**config.mk**
```make
export PLATFORM = sky130hd
export DESIGN_NAME = alu_sequencer
export DESIGN_NICKNAME = d
export VERILOG_FILES = /design/src/rtl/alu_pkg.sv /design/src/rtl/alu.sv /design/src/rtl/alu_sequencer.sv
export SDC_FILE = /design/constraint.sdc
export NUM_CORES = 1
export LEC_CHECK = 0
export ABC_CLOCK_PERIOD_IN_PS = 12300
export BUFFER_PORTS_ARGS = -buffer_cell sky130_fd_sc_hd__buf_4
export CAP_MARGIN = 20
export CORE_UTILIZATION = 65
export DETAILED_ROUTE_END_ITERATION = 8
export PLACE_DENSITY = 0.94
export SLEW_MARGIN = 20
export SYNTH_ARGS = -nofsm -noshare
export SYNTH_HDL_FRONTEND = slang
export SYNTH_SLANG_ARGS = --single-unit
```
**constraint.sdc**
```tcl
create_clock -name clk -period 12.3 [get_ports clk]
set_input_delay 2.46 -clock clk [delete_from_list [all_inputs] [get_ports clk]]
set_output_delay 2.46 -clock clk [all_outputs]
set_load 0.01 [all_outputs]
```
**src/rtl/alu_pkg.sv**
```systemverilog
// Shared opcode and sequencer state encodings for the ALU sequencer slice.
package alu_pkg;

  typedef enum logic [2:0] {
    OP_AND  = 3'b000,
    OP_OR   = 3'b001,
    OP_ADD  = 3'b010,
    OP_LOAD = 3'b011,
    OP_XOR  = 3'b100,
    OP_NOR  = 3'b101,
    OP_SUB  = 3'b110,
    OP_SLT  = 3'b111
  } op_t;

  typedef enum logic [1:0] {
    IDLE = 2'd0,
    EXEC = 2'd1,
    RESP = 2'd2
  } state_t;

endpackage

```
**src/rtl/alu.sv**
```systemverilog
// Combinational ALU: logic ops, wrapping add/sub with carry/borrow and signed
// overflow, and signed set-less-than.
module alu
  import alu_pkg::*;
#(
  parameter int WIDTH = 16
) (
  input  logic [WIDTH-1:0] a,
  input  logic [WIDTH-1:0] b,
  input  logic [2:0]       f,
  output logic [WIDTH-1:0] y,
  output logic             overflow,
  output logic             carry,
  output logic             zero
);

  logic [WIDTH:0] sum;
  logic [WIDTH:0] diff;
  logic           slt;

  assign sum  = {1'b0, a} + {1'b0, b};
  assign diff = {1'b0, a} - {1'b0, b};
  assign slt  = $signed(a) < $signed(b);

  // For subtraction the carry flag reports a borrow (a < b unsigned).
  always_comb begin
    y        = '0;
    overflow = 1'b0;
    carry    = 1'b0;
    case (op_t'(f))
      OP_AND:  y = a & b;
      OP_OR:   y = a | b;
      OP_XOR:  y = a ^ b;
      OP_NOR:  y = ~(a | b);
      OP_ADD: begin
        y        = sum[WIDTH-1:0];
        carry    = sum[WIDTH];
        overflow = (a[WIDTH-1] == b[WIDTH-1]) && (sum[WIDTH-1] != a[WIDTH-1]);
      end
      OP_SUB: begin
        y        = diff[WIDTH-1:0];
        carry    = diff[WIDTH];
        overflow = (a[WIDTH-1] != b[WIDTH-1]) && (diff[WIDTH-1] != a[WIDTH-1]);
      end
      OP_SLT:  y = {{(WIDTH-1){1'b0}}, slt};
      default: y = '0;
    endcase
  end

  assign zero = (y == '0);

endmodule

```
**src/rtl/alu_sequencer.sv**
```systemverilog
// Three-state command sequencer around a 4-entry register file: accept a
// command, run it through the shared ALU for one cycle, hold the response.
module alu_sequencer
  import alu_pkg::*;
#(
  parameter int WIDTH = 16
) (
  input  logic             clk,
  input  logic             reset,
  input  logic             cmd_valid,
  output logic             cmd_ready,
  input  logic [2:0]       cmd_op,
  input  logic [1:0]       cmd_rd,
  input  logic [1:0]       cmd_ra,
  input  logic [1:0]       cmd_rb,
  input  logic [WIDTH-1:0] cmd_imm,
  output logic [WIDTH-1:0] alu_a,
  output logic [WIDTH-1:0] alu_b,
  output logic [2:0]       alu_f,
  output logic             rsp_valid,
  input  logic             rsp_ready,
  output logic [WIDTH-1:0] rsp_data,
  output logic [2:0]       rsp_flags
);

  state_t           state;
  op_t              op_q;
  logic [1:0]       rd_q;
  logic [1:0]       ra_q;
  logic [1:0]       rb_q;
  logic [WIDTH-1:0] imm_q;
  logic [WIDTH-1:0] regs [4];

  logic [WIDTH-1:0] alu_y;
  logic             alu_v;
  logic             alu_c;
  logic             alu_z;
  logic [WIDTH-1:0] result;
  logic [2:0]       flags;

  // ALU operands are only live during EXEC; register reads see pre-writeback values.
  assign alu_a = (state == EXEC) ? regs[ra_q] : '0;
  assign alu_b = (state == EXEC) ? regs[rb_q] : '0;
  assign alu_f = (state == EXEC) ? op_q : 3'b000;

  alu #(.WIDTH(WIDTH)) u_alu (
    .a        (alu_a),
    .b        (alu_b),
    .f        (alu_f),
    .y        (alu_y),
    .overflow (alu_v),
    .carry    (alu_c),
    .zero     (alu_z)
  );

  always_comb begin
    result = alu_y;
    flags  = {alu_v, alu_c, alu_z};
    if (op_q == OP_LOAD) begin
      result = imm_q;
      flags  = {1'b0, 1'b0, (imm_q == '0)};
    end
  end

  always_ff @(posedge clk or posedge reset) begin
    if (reset) begin
      state     <= IDLE;
      cmd_ready <= 1'b1;
      rsp_valid <= 1'b0;
      op_q      <= OP_AND;
      rd_q      <= '0;
      ra_q      <= '0;
      rb_q      <= '0;
      imm_q     <= '0;
      rsp_data  <= '0;
      rsp_flags <= '0;
      for (int i = 0; i < 4; i++) regs[i] <= '0;
    end else begin
      case (state)
        IDLE: begin
          if (cmd_valid && cmd_ready) begin
            op_q      <= op_t'(cmd_op);
            rd_q      <= cmd_rd;
            ra_q      <= cmd_ra;
            rb_q      <= cmd_rb;
            imm_q     <= cmd_imm;
            cmd_ready <= 1'b0;
            state     <= EXEC;
          end
        end
        EXEC: begin
          regs[rd_q] <= result;
          rsp_data   <= result;
          rsp_flags  <= flags;
          rsp_valid  <= 1'b1;
          state      <= RESP;
        end
        RESP: begin
          if (rsp_ready) begin
            rsp_valid <= 1'b0;
            cmd_ready <= 1'b1;
            state     <= IDLE;
          end
        end
        default: begin
          rsp_valid <= 1'b0;
          cmd_ready <= 1'b1;
          state     <= IDLE;
        end
      endcase
    end
  end

endmodule

```
# Word-level counts from Yosys, hierarchy flattened
# Cells that the tools add are included.
[word_totals]
inputBits = 29
out_inout_bits = 56
register_bits = 112
[op_classes]
reduce_logical = 12
order_cmp = 5
bitwise = 9
eq_ne = 15
mux = 25
addsub = 2
[op_table]
columns = ["operator", "count"]
rows = [
  ["16-bit two-way mux", 8],
  ["16-bit case mux with 7 select lines", 1],
  ["16-bit binary-select mux with 2-bit select", 2],
  ["64-bit bitwise mux", 1],
  ["16-bit demux with 2-bit select", 1],
  ["16-bit zero test", 2],
  ["16-bit by 16-bit adder with 17-bit output", 1],
  ["16-bit by 16-bit subtractor with 17-bit output", 1],
  ["16-bit AND", 1],
  ["16-bit < comparator", 1],
  ["16-bit NOT", 1],
  ["16-bit bitwise OR", 1],
  ["16-bit XOR", 1],
  ["3-bit equality test (second input constant)", 4],
  ["3-bit >= comparator (second input constant)", 3],
  ["2-bit NOT with 3-bit output", 3],
  ["3-bit by 2-bit equality test with 1-bit output (second input constant)", 2],
  ["3-bit two-way mux", 2],
  ["1-bit case mux with 3 select lines", 2],
  ["2-bit case mux with 3 select lines", 1],
  ["2-bit AND reduction", 3],
  ["1-bit logical AND", 4],
  ["2-bit two-way mux", 2],
  ["2-bit inequality test (second input constant)", 2],
  ["other kinds (12)", 18],
]

# Logic depth before layout (Yosys ltp)
# Gate-level depths: netlist (run 1).
[depth]
word_depth = 10
depth_mapped = 19
ltp_nobuf = 17

# Hierarchy
# Synthesis (run 1) repeated with hierarchy kept, for this count alone.
[hier_totals]
cells_unflattened = 886
area_unflattened_um2 = 8214.1
[modules_own_cells]
columns = ["mod", "cells_each", "area_per_inst_um2", "seq_area_each_um2", "n_inst"]
rows = [
  ["alu_sequencer", 454, 5305.1, 2803.9, 1],
  ["alu", 432, 2909.0, 0.0, 1],
]

# Worst setup path after synthesis (run 1)
# No wires, ideal clock.
[synth_path]
path_kind = "register to output"
from = "register rb_q[1]"
to = "output port alu_b[1]"
arrival_time_ns = 1.772
path_stages_with_launch = 7
slack_ns = 8.068
t_required_ns = 9.840
cell_sequence = "dfrtp_1 clkbuf_1 buf_1 mux2_2 o21ai_0 nand2b_1 inv_1"
[synth_between]
elab_chain_cells = 5
[synth_rtl]
columns = ["element", "line", "rtl"]
rows = [
  ["start, declared", "alu_sequencer.sv:30", "logic [1:0] rb_q;"],
  ["start signal, assigned", "alu_sequencer.sv:85", "rb_q <= cmd_rb;"],
  ["2-bit NOT with 3-bit output (implied by the code)", "alu_sequencer.sv:43", "assign alu_b = (state == EXEC) ? regs[rb_q] : '0;"],
  ["16-bit binary-select mux with 2-bit select", "alu_sequencer.sv:43", ""],
  ["16-bit two-way mux (implied by the code) (2 in series)", "alu_sequencer.sv:43", ""],
  ["16-bit two-way mux", "alu_sequencer.sv:43", ""],
  ["end, declared", "alu_sequencer.sv:18", "output logic [WIDTH-1:0] alu_b,"],
]
# Every way passes these cells. The select of a mux whose other input is x is not followed.

# Final worst setup path (run 1)
[layout_path]
from = "register rb_q[1]"
to = "output port alu_b[13]"
# The elaborated chain is that of the path after synthesis.

==> results_dict.tcl, run 1 <==
set metrics [dict create \
    proportion_of_layout_cells_with_a_drive_suffix_above_1 0.185 \
    cts_root_buf "clkbuf_16" \
    dp.cells 1178 \
    ys_dominant_reg_cell "dfrtp_1" \
    path_class "reg2out" \
    clock.fmax_mhz 199 \
    ctsLongestPathBuffers 2 \
    worst_ep_required_time_ps 9840 \
    p_clk_frac 0.238 \
    synth_enable_flop_cells 0 \
    synth.cells.most_frequent "nand2_1 (159), o21ai_0 (137), dfrtp_1 (111)" \
    timing_hold_violations_final 0 \
    initialDrtViolationCount 1280 \
    layout.nets 1105 \
    busiest_layer "met2" \
    rsz_0062_raised_after_global_routing "no" \
    area_growth_syn_to_layout_pct 12.3 \
    grt_use_met1 0.502 \
    comb_power_share 0.337 \
    crit_path_max_fanout 24 \
    grt_max_degree 81 \
    met2_usage 0.639 \
    hold_fix_buffer_count_after_cts 0 \
    post_synth_inst_count 980 \
    ctsResizeCount 0 \
    finalMaxSlewViolations 0 \
    synth.distinct_cells 77 \
    placement_rows 40 \
    detailedPlacementHpwl_microns 17800 \
    register_share_of_total_power 0.425 \
    global_route.usage.met3 0.118 \
    ant_nets 0 \
    first_global_vias 7675 \
    yosys_register_bits 112 \
    avgSynthCellArea_sq_um 8.46 \
    netlist.top_cell.by_area "dfrtp_1" \
    post_drt_wl_per_cell_microns 21.7 \
    detail_route.vias_per_cell 6.73 \
    clock_insertion_delay_worst_skew_ps 360 \
    n_antenna_cell 0 \
    kind_of_path_behind_the_tightest_hold_check "reg2reg" \
    global_route_wire_length_before_repair_microns 40500 \
    die_area_sq_um 13200 \
    h-tree-depth 3 \
    switchingPower_mw 0.544 \
    yosysSeqAreaShare 0.338 \
    part_of_the_cycle_the_worst_path_needs 0.408 \
    ir_worst_vdd_mv 0.114 \
    outcome "complete, no violations" \
    timing.hold.ws_ps 482 \
    post_synth_instance_area_sq_um 8290 \
    detailroute.via_count 8041 \
    critPathCaptureType "output pin" \
    post_detailed_route_drc_marker_count 0 \
    synth.net_count 1063 \
    synthArstFlopShare 1.00 \
    worst_ep_arrival_time_ps 2560 \
    power_density_nw_per_um2 150 \
    groute.usage.overall 0.404 \
    setup_tns_ps 0 \
    worst_clock_skew_ps 12.4 \
    post_layout_nonfiller_instances 1195 \
    clock_tree_from_tritoncts "yes" \
    synth_top_cells_by_area "dfrtp_1 (33%), o21ai_0 (8.3%), mux2_2 (7.9%), ha_1 (7.8%), nand2_1 (7.2%)" \
    globalRouteOverflowTotal 0 \
    internal_power_mw 0.851 \
    synth_top_cell_area_share 0.335 \
    core-area_sq_um 12200 \
    slew_headroom 0.257 \
    postCtsSetupBuffers 0 \
    yosysWarningCount 0 \
    firstDrtPassIters 7 \
    p_leak_nw 4.49 \
    startpoint_type_of_the_worst_setup_path "flip-flop" \
    wl_microns 25900 \
    timing.reg2reg.setup_slack_ps 7300 \
    yosys.cell_count.top_type "nand2_1" \
    die_w_microns 115 \
    clkTransAtPathRegs_ps 80 \
    die_y_microns 115 \
    routabilityCongestion 1.04 \
    starting_density_of_the_core 0.679 \
    worst_pin_slew_ps 1110 \
    layout.filler_cells 851 \
    switching_share 0.390 \
    number_of_buffers_created_by_cts 9 \
    count_of_final_setup_violators 0 \
    layout_min_cycle_time_ps 5020 \
    io_buffer_count 84 \
    antenna_found_initial 0 \
    tritoncts_num_sinks 112 \
    cap_viol_max_count 0 \
    boundaryPins 85 \
]
[registers in the layout, indices dropped and copies added (netlist names), 2 cells and up]
name	count
imm_q	16
ra_q	2
regs	64
op_q	3
rb_q	2
rd_q	2
state	2
rsp_data	16
rsp_flags	3
[power groups by stage]
stage / Sequential [mW] / Combinational, mW / Clock, mW
final: 0.592 / 0.471 / 0.332
after global routing: 0.600 / 0.500 / 0.345
after CTS: 0.583 / 0.458 / 0.331
after detailed placement: 0.584 / 0.449 / 0
after global placement: 0.576 / 0.433 / 0
after floorplan: 0.520 / 0.352 / 0
[per-layer routing]
metal  up-vias  share of wire
met5         -              0
met4         0          0.055
met3       155           0.12
met2       626           0.45
met1      3732           0.37
li1       3528              -
[area by class of cell]
cell class / instances / area (sq um) / share of cell area
clock buffers: 9 / 225 / 0.0242
clock inverters: 7 / 110 / 0.0118
inverters: 55 / 209 / 0.0224
multi-input cells: 750 / 5040 / 0.541
flip-flops and latches: 112 / 2800 / 0.301
well taps: 168 / 210 / 0.0226
repair buffers: 94 / 713 / 0.0766
[worst max-delay path: stages (launching register included)]
cell	delay, ps
dfrtp_1	620
buf_4	450
mux2_2	400
o21ai_0	280
nand2b_1	230
inv_1	80
buf_4	140
[path summary, 6_finish.rpt]
check | start | end | cells after the start
min in group asynchronous | reset | op_q[1]$_DFFE_PP0P_ | 2
worst max register to register | ra_q[0]$_DFFE_PP0P_ | regs[60]$_DFFE_PP0P_ | 14
max in group asynchronous | reset | ra_q[0]$_DFFE_PP0P_ | 3
worst min-delay path | cmd_ready$_DFFE_PP1P_ | cmd_ready$_DFFE_PP1P_ | 2
worst min register to register | cmd_ready$_DFFE_PP1P_ | cmd_ready$_DFFE_PP1P_ | 2
worst max-delay path | rb_q[1]$_DFFE_PP0P_ | alu_b[13] | 6
[through the flow]
step	instance area, sq um	total power [mW]	utilization	setup WS (ps)
finish	9310	1.39	0.763	7280
floorplan	8290	0.872	-	6880
detailed placement	8950	1.03	0.733	7680
global route	9310	1.44	0.763	7110
global placement	8950	1.01	0.733	7770
CTS	9290	1.37	0.761	7320
[kinds of logic (layout without fill, tap and decap cells)]
group | count (synthesis) | count (layout) | synth area share
AO/OA/AOI/OAI | 267 | 267 | 0.203
XOR/XNOR | 16 | 16 | 0.0169
adder cells (fa/ha/maj) | 54 | 54 | 0.0833
buffers and inverters | 118 | 165 | 0.0557
flip-flops | 112 | 112 | 0.338
multiplexers | 94 | 94 | 0.124
AND/OR/NAND/NOR | 319 | 319 | 0.179
[layout by cell type, fill, tap and decap left out, drive strengths merged, types with 3 or more instances in the layout]
cell / netlist / final
a21oi: 32 / 32
nor2b: 7 / 7
o22ai: 4 / 4
dfrtp: 111 / 111
nand2: 159 / 159
o21a: 4 / 4
o211ai: 7 / 7
a221o: 4 / 4
o21ai: 142 / 142
clkbuf: 45 / 9
ha: 52 / 52
a21o: 8 / 8
a31oi: 3 / 3
a211oi: 8 / 8
inv: 55 / 57
a2111oi: 6 / 6
or2: 4 / 4
clkinv: 0 / 3
nor4: 7 / 7
mux2i: 35 / 35
a32oi: 4 / 4
buf: 18 / 94
and3: 8 / 8
a221oi: 10 / 10
o31ai: 4 / 4
nand3: 13 / 13
mux2: 58 / 58
or3: 5 / 5
and4: 3 / 3
nor3: 12 / 12
nor2: 47 / 47
nand4: 3 / 3
nand2b: 34 / 34
a22oi: 5 / 5
and2: 6 / 6
xnor2: 14 / 14
(Power assumes the default switching activity.)
==> inputs of run 2 (changes only) <==
--- a/config.mk
+++ b/config.mk
@@ -5,12 +5,13 @@
 export SDC_FILE = /design/constraint.sdc
 export NUM_CORES = 1
 export LEC_CHECK = 0
-export ABC_CLOCK_PERIOD_IN_PS = 12300
+export ABC_AREA = 1
+export ABC_CLOCK_PERIOD_IN_PS = 4500
 export BUFFER_PORTS_ARGS = -buffer_cell sky130_fd_sc_hd__buf_4
 export CAP_MARGIN = 20
-export CORE_UTILIZATION = 65
+export CORE_UTILIZATION = 55
 export DETAILED_ROUTE_END_ITERATION = 8
-export PLACE_DENSITY = 0.94
+export PLACE_DENSITY = 0.85
 export SLEW_MARGIN = 20
 export SYNTH_ARGS = -nofsm -noshare
 export SYNTH_HDL_FRONTEND = slang
==> constraint.sdc (replaced) <==
create_clock -name clk -period 4.5 [get_ports clk]
set_input_delay 0.9 -clock clk [delete_from_list [all_inputs] [get_ports clk]]
set_output_delay 0.9 -clock clk [all_outputs]
set_load 0.01 [all_outputs]
==> run 2 against run 1 <==
  * Die area is 20% higher
  * Global-route usage fell by 5.7 points
  * Clock skew is essentially flat
  * Clock power up 120%
  * Routed wire length rose by 3.1%
==> results_dict.tcl, run 2 <==
set metrics [dict create \
    clock_tree_from_tritoncts "yes" \
    n_antenna_cell 0 \
    boundaryPins 85 \
    groute.usage.overall 0.346 \
    synthArstFlopShare 1.00 \
    layout_commonest_cell "nand2_1" \
    tritoncts_num_sinks 112 \
    detail_route.vias_per_cell 5.89 \
    worst_pin_slew_ps 933 \
    detailroute.via_count 9068 \
    grt_max_degree 65 \
    crit_path_max_fanout 59 \
    timing.hold.ws_ps 482 \
    setup_tns_ps 0 \
    worstPathCellList "inv_2 -> nand2_2 -> buf_12 -> a21oi_1 -> ha_1 -> inv_1 -> fa_1 -> inv_1 -> nand3_1 -> nand2_1 -> nand2_1 -> nand2_1 -> nand3b_1 -> nand2_1 -> nand2_1 -> nand2_1 -> nor2_1 -> nor2_1 -> nand2_1 -> o21ai_1 -> o21ai_0" \
    finish.utilization 0.650 \
    hp-start "rsp_data[1]$_DFFE_PP0N_" \
    ys_dominant_reg_cell "dfrtp_1" \
    post_synth_inst_count 1289 \
    regMostFlops "regs" \
    globalRouteOverflowTotal 0 \
    hold_path_end "rsp_data[1]$_DFFE_PP0N_" \
    yosys_register_bits 112 \
    worst_reg2reg_path_startpoint "state[1]$_DFFE_PP0P_" \
    ir_worst_vdd_mv 0.485 \
    area_growth_syn_to_layout_pct 13.6 \
    post_detailed_route_drc_marker_count 0 \
    path_class "reg2reg" \
    placement.cell_area_sq_um 9310 \
    p_leak_nw 4.86 \
    cpMostUsedCell "nand2_1" \
    cp_num_buf_inv 4 \
    timing.reg2reg.setup_slack_ps 510 \
    largest_register_ff_count 64 \
    synth.distinct_cells 37 \
    yosysSeqAreaShare 0.332 \
    synth_top_cells_by_area "dfrtp_1 (33%), nand2_1 (17%), ha_1 (7.7%), o21ai_0 (7.5%), inv_1 (6.9%)" \
    post_synth_instance_area_sq_um 8450 \
    finalMaxSlewViolations 0 \
    worst_ep_required_time_ps 4730 \
    wl_microns 26700 \
    synth_top_cell_area_share 0.329 \
    critPathCaptureType "flip-flop" \
    detailedPlacementHpwl_microns 20100 \
    worst_clock_skew_ps 12.8 \
    worst-r2r-cell-count 21 \
    busiest_layer "met2" \
    starting_density_of_the_core 0.573 \
    layout.nets 1433 \
    total_power_mw 6.01 \
    postCtsSetupBuffers 0 \
    rsz_0062_raised_after_global_routing "no" \
    cap_viol_max_count 0 \
    timing.critical_path.max_delay_family "simple AND/OR/NAND/NOR gates" \
    synth.cells.most_frequent "nand2_1 (389), inv_1 (155), o21ai_0 (126)" \
    number_of_buffers_created_by_cts 9 \
    mostFrequentLayoutCells "nand2_1 (388), inv_1 (154), o21ai_0 (126), nand3_1 (115), buf_4 (110)" \
    placement_rows 44 \
    power_density_nw_per_um2 626 \
    firstDrtPassIters 5 \
    global_route.usage.met3 0.0527 \
    ant_nets 0 \
    post_layout_nonfiller_instances 1539 \
    initialDrtViolationCount 1236 \
    worst_slack_ps 509 \
    worst_ep_arrival_time_ps 4220 \
    slowest_cell_on_the_critical_path "dfrtp_1" \
    met2_usage 0.556 \
    place_worst_setup_slack_ps 334 \
    yosys.cell_count.top_type "nand2_1" \
    startpoint_type_of_the_worst_setup_path "flip-flop" \
    routabilityCongestion 1.03 \
    clock_insertion_delay_worst_skew_ps 350 \
    count_of_final_setup_violators 0 \
    timing.rr.end "regs[14]$_DFFE_PP0P_" \
    io_buffer_count 84 \
    die_area_sq_um 15900 \
    die_y_microns 126 \
    kind_of_path_behind_the_tightest_hold_check "reg2reg" \
    layout_min_cycle_time_ps 3990 \
    global_route_wire_length_before_repair_microns 42800 \
    yosysWarningCount 0 \
    netlist.top_cell.by_area "dfrtp_1" \
    antenna_found_initial 0 \
    hold_depth 2 \
    slew_headroom 0.373 \
    outcome "complete, no violations" \
    timing_hold_violations_final 0 \
    ctsLongestPathBuffers 2 \
    synth.net_count 1372 \
    h-tree-depth 3 \
    first_global_vias 8457 \
    clkTransAtPathRegs_ps 70 \
    cpPeakStageDelay_ps 440 \
    avgSynthCellArea_sq_um 6.55 \
    clock.fmax_mhz 251 \
    reg.largest.list "regs: 64 flops, imm_q: 16 flops, rsp_data: 16 flops" \
    dp.cells 1523 \
    cts_root_buf "clkbuf_16" \
    postLayoutCellArea_sq_um 9590 \
    proportion_of_layout_cells_with_a_drive_suffix_above_1 0.108 \
    part_of_the_cycle_the_worst_path_needs 0.887 \
    core-area_sq_um 14800 \
    post_drt_wl_per_cell_microns 17.4 \
    grt_use_met1 0.464 \
    synth_enable_flop_cells 0 \
    die_w_microns 126 \
]
## run 2: logic make-up (layout without fill, tap and decap cells)
group	after synthesis	count (layout)	share of synthesized area
xor+xnor	4	4	0.00415
buf+inv	224	290	0.102
mux	1	1	0.00119
compound gates	269	269	0.172
fa+ha+maj	54	54	0.0818
simple gates	625	625	0.306
flops	112	112	0.332
## run 2: worst reg2reg max path: stages, from the launching register on
cell      delay (ps)
dfrtp_1          440
inv_2            140
nand2_2          170
buf_12           240
a21oi_1          440
ha_1             400
inv_1             90
fa_1             420
inv_1            120
nand3_1          100
nand2_1          140
nand2_1           80
nand2_1          110
nand3b_1          90
nand2_1          100
nand2_1           70
nand2_1           70
nor2_1            40
nor2_1           180
nand2_1          100
o21ai_1          210
o21ai_0          120
## run 2: report_power, final
group	switching, mW	internal [mW]	total [mW]
clock network	0.365	0.378	0.743
logic	2.30	1.17	3.47
registers	0.397	1.40	1.79
total	3.06	2.94	6.01
## run 2: what timing repair did
action / in CTS / in global routing
gates resized for setup: 0 / 2
setup endpoints to repair: 0 / 5
hold buffers: 0 / 0
## run 2: layout make-up
type                       instances  area [sq um]
fill                            1325          5160
multi-input combinational        953          4790
sequential                       112          2810
timing repair buffer             113           886
inverter                         161           607
tap                              184           230
clock buffer                      10           229
clock inverter                     6          43.8
## run 2: worst max-delay path by stage
stage                              start  cells past startpoint                       end
CTS                  ra_q[1]$_DFFE_PP0P_                     20      regs[14]$_DFFE_PP0P_
global route        state[1]$_DFFE_PP0P_                     21      regs[46]$_DFFE_PP0P_
floorplan                          reset                      1      imm_q[0]$_DFFE_PP0P_
finish              state[1]$_DFFE_PP0P_                     21      regs[14]$_DFFE_PP0P_
detailed placement   ra_q[1]$_DFFE_PP0P_                     20  rsp_data[14]$_DFFE_PP0N_
global placement     rb_q[1]$_DFFE_PP0P_                     19      regs[46]$_DFFE_PP0P_
## run 2: routing by layer
metal,vias up,share of wire
li1,4292,-
met1,4132,0.41
met2,553,0.45
met3,91,0.099
met4,0,0.040
met5,-,0
==> inputs of run 3 (changes only) <==
--- a/config.mk
+++ b/config.mk
@@ -9,9 +9,10 @@
 export ABC_CLOCK_PERIOD_IN_PS = 4500
 export BUFFER_PORTS_ARGS = -buffer_cell sky130_fd_sc_hd__buf_4
 export CAP_MARGIN = 20
-export CORE_UTILIZATION = 55
+export CORE_UTILIZATION = 56
+export CTS_BUF_LIST = sky130_fd_sc_hd__clkbuf_8
 export DETAILED_ROUTE_END_ITERATION = 8
-export PLACE_DENSITY = 0.85
+export PLACE_DENSITY = 0.86
 export SLEW_MARGIN = 20
 export SYNTH_ARGS = -nofsm -noshare
 export SYNTH_HDL_FRONTEND = slang
==> run 3 against run 2 <==
  * The flow now finishes with violations (design-rule violations)
  * First-iteration DRC count grew 8.7%
  * Sequential share of layout area fell by 0.060 points
  * Largest power group unchanged
  * Total power shrank 1.5%
==> results_dict.tcl, run 3 (synthesis gave the netlist of run 2 again) <==
set metrics [dict create \
    worstSetupStartpoint "rb_q[1]$_DFFE_PP0P_" \
    worst_pin_slew_ps 987 \
    post_drt_wl_per_cell_microns 17.2 \
    ctsResizeCount 0 \
    die_w_microns 125 \
    worst_reg2reg_path_startpoint "rb_q[1]$_DFFE_PP0P_" \
    hold_depth 2 \
    layout_min_cycle_time_ps 4130 \
    area_growth_syn_to_layout_pct 13.7 \
    critPathCaptureType "flip-flop" \
    layout_commonest_cell "nand2_1" \
    globalRouteOverflowTotal 0 \
    starting_density_of_the_core 0.577 \
    hp-start "rsp_valid$_DFFE_PP0P_" \
    failed_checks "design-rule violations" \
    detailroute.via_count 9054 \
    part_of_the_cycle_the_worst_path_needs 0.918 \
    layout.filler_cells 1298 \
    proportion_of_layout_cells_with_a_drive_suffix_above_1 0.114 \
    slew_headroom 0.338 \
    timing.reg2reg.setup_slack_ps 370 \
    antenna_found_initial 0 \
    mostFrequentLayoutCells "nand2_1 (388), inv_1 (154), o21ai_0 (126), buf_4 (119), nand3_1 (115)" \
    power_density_nw_per_um2 616 \
    first_global_vias 8241 \
    clock_insertion_delay_worst_skew_ps 380 \
    groute.usage.overall 0.350 \
    worst-r2r-cell-count 20 \
    kind_of_path_behind_the_tightest_hold_check "reg2reg" \
    timing_hold_violations_final 0 \
    dp.cells 1533 \
    postCtsSetupBuffers 0 \
    detailedPlacementHpwl_microns 20300 \
    postLayoutCellArea_sq_um 9600 \
    startpoint_type_of_the_worst_setup_path "flip-flop" \
    io_buffer_count 84 \
    placement.cell_area_sq_um 9400 \
    wl_microns 26700 \
    reg.largest.list "regs: 64 flops, imm_q: 16 flops, rsp_data: 16 flops" \
    worst_ep_arrival_time_ps 4370 \
    ctsLongestPathBuffers 2 \
    count_of_final_setup_violators 0 \
    die_area_sq_um 15600 \
    crit_path_max_fanout 20 \
    finalMaxSlewViolations 0 \
    detail_route.vias_per_cell 5.85 \
    number_of_buffers_created_by_cts 9 \
    cap_viol_max_count 0 \
    finish.utilization 0.656 \
    die_y_microns 125 \
    routabilityCongestion 1.01 \
    total_power_mw 5.91 \
    ant_nets 0 \
    post_detailed_route_drc_marker_count 4 \
    ir_worst_vdd_mv 0.479 \
    rsz_0062_raised_after_global_routing "no" \
    global_route_wire_length_before_repair_microns 42900 \
    largest_register_ff_count 64 \
    n_antenna_cell 0 \
    placement_rows 44 \
    core-area_sq_um 14600 \
    worst_clock_skew_ps 9.78 \
    regMostFlops "regs" \
    layout.nets 1443 \
    grt_max_degree 87 \
    setup_tns_ps 0 \
    post_layout_nonfiller_instances 1549 \
    tritoncts_num_sinks 112 \
    hold_fix_buffer_count_after_cts 0 \
    cts_root_buf "clkbuf_8" \
    worst_ep_required_time_ps 4740 \
    initialDrtViolationCount 1344 \
    path_class "reg2reg" \
    h-tree-depth 3 \
    outcome "finished, violations left" \
    clock_tree_from_tritoncts "yes" \
    clkTransAtPathRegs_ps 110 \
    p_leak_nw 4.90 \
    clock.fmax_mhz 242 \
    worst_slack_ps 371 \
    boundaryPins 85 \
    firstDrtPassIters 8 \
    place_worst_setup_slack_ps 500 \
    timing.hold.ws_ps 485 \
]
[run 3: path summary, 6_finish.rpt]
check | to
max in group asynchronous | regs[63]$_DFFE_PP0P_
setup / recovery | regs[46]$_DFFE_PP0P_
hold reg to reg | rsp_valid$_DFFE_PP0P_
hold / removal | rsp_valid$_DFFE_PP0P_
min in group asynchronous | rsp_data[5]$_DFFE_PP0N_
setup reg to reg | regs[46]$_DFFE_PP0P_
[run 3: worst max-delay path, cell delays in order (launching register included)]
cell and delay (ps):
dfrtp_1 680, buf_4 340, o211ai_1 150, a21oi_1 340, ha_1 370, inv_1 90, fa_1 410, inv_1 110
nand3_1 90, nand2_1 160, nand2_1 90, nand2_1 90, nand3b_1 100, nand2_1 110, nand2_1 70, nand2_1 60
nor2_1 40, nor2_1 230, nand2_1 110, o21ai_1 210, o21ai_0 120
[run 3: layout make-up]
| class | count | area [sq um] | area share |
|---|---|---|---|
| clock buffer | 9 | 124 | 0.0129 |
| clock inverter | 7 | 75.1 | 0.00782 |
| inverter | 161 | 609 | 0.0635 |
| multi-input combinational | 953 | 4790 | 0.499 |
| sequential | 112 | 2800 | 0.292 |
| tap | 184 | 230 | 0.0240 |
| timing repair buffer | 123 | 973 | 0.101 |
[run 3: power by group]
group	internal [mW]	total (mW)	switching, mW
sequential	1.39	1.76	0.367
combinational	1.21	3.54	2.33
clock	0.263	0.614	0.351
total	2.86	5.91	3.05
[run 3: layer usage]
metal | vias to the layer above | global-route usage | share of wire
met2 | 515 | 0.569 | 0.46
met4 | 0 | 0.146 | 0.039
met1 | 4147 | 0.479 | 0.41
li1 | 4303 | - | -
met3 | 89 | 0.0365 | 0.085
met5 | - | 0 | 0
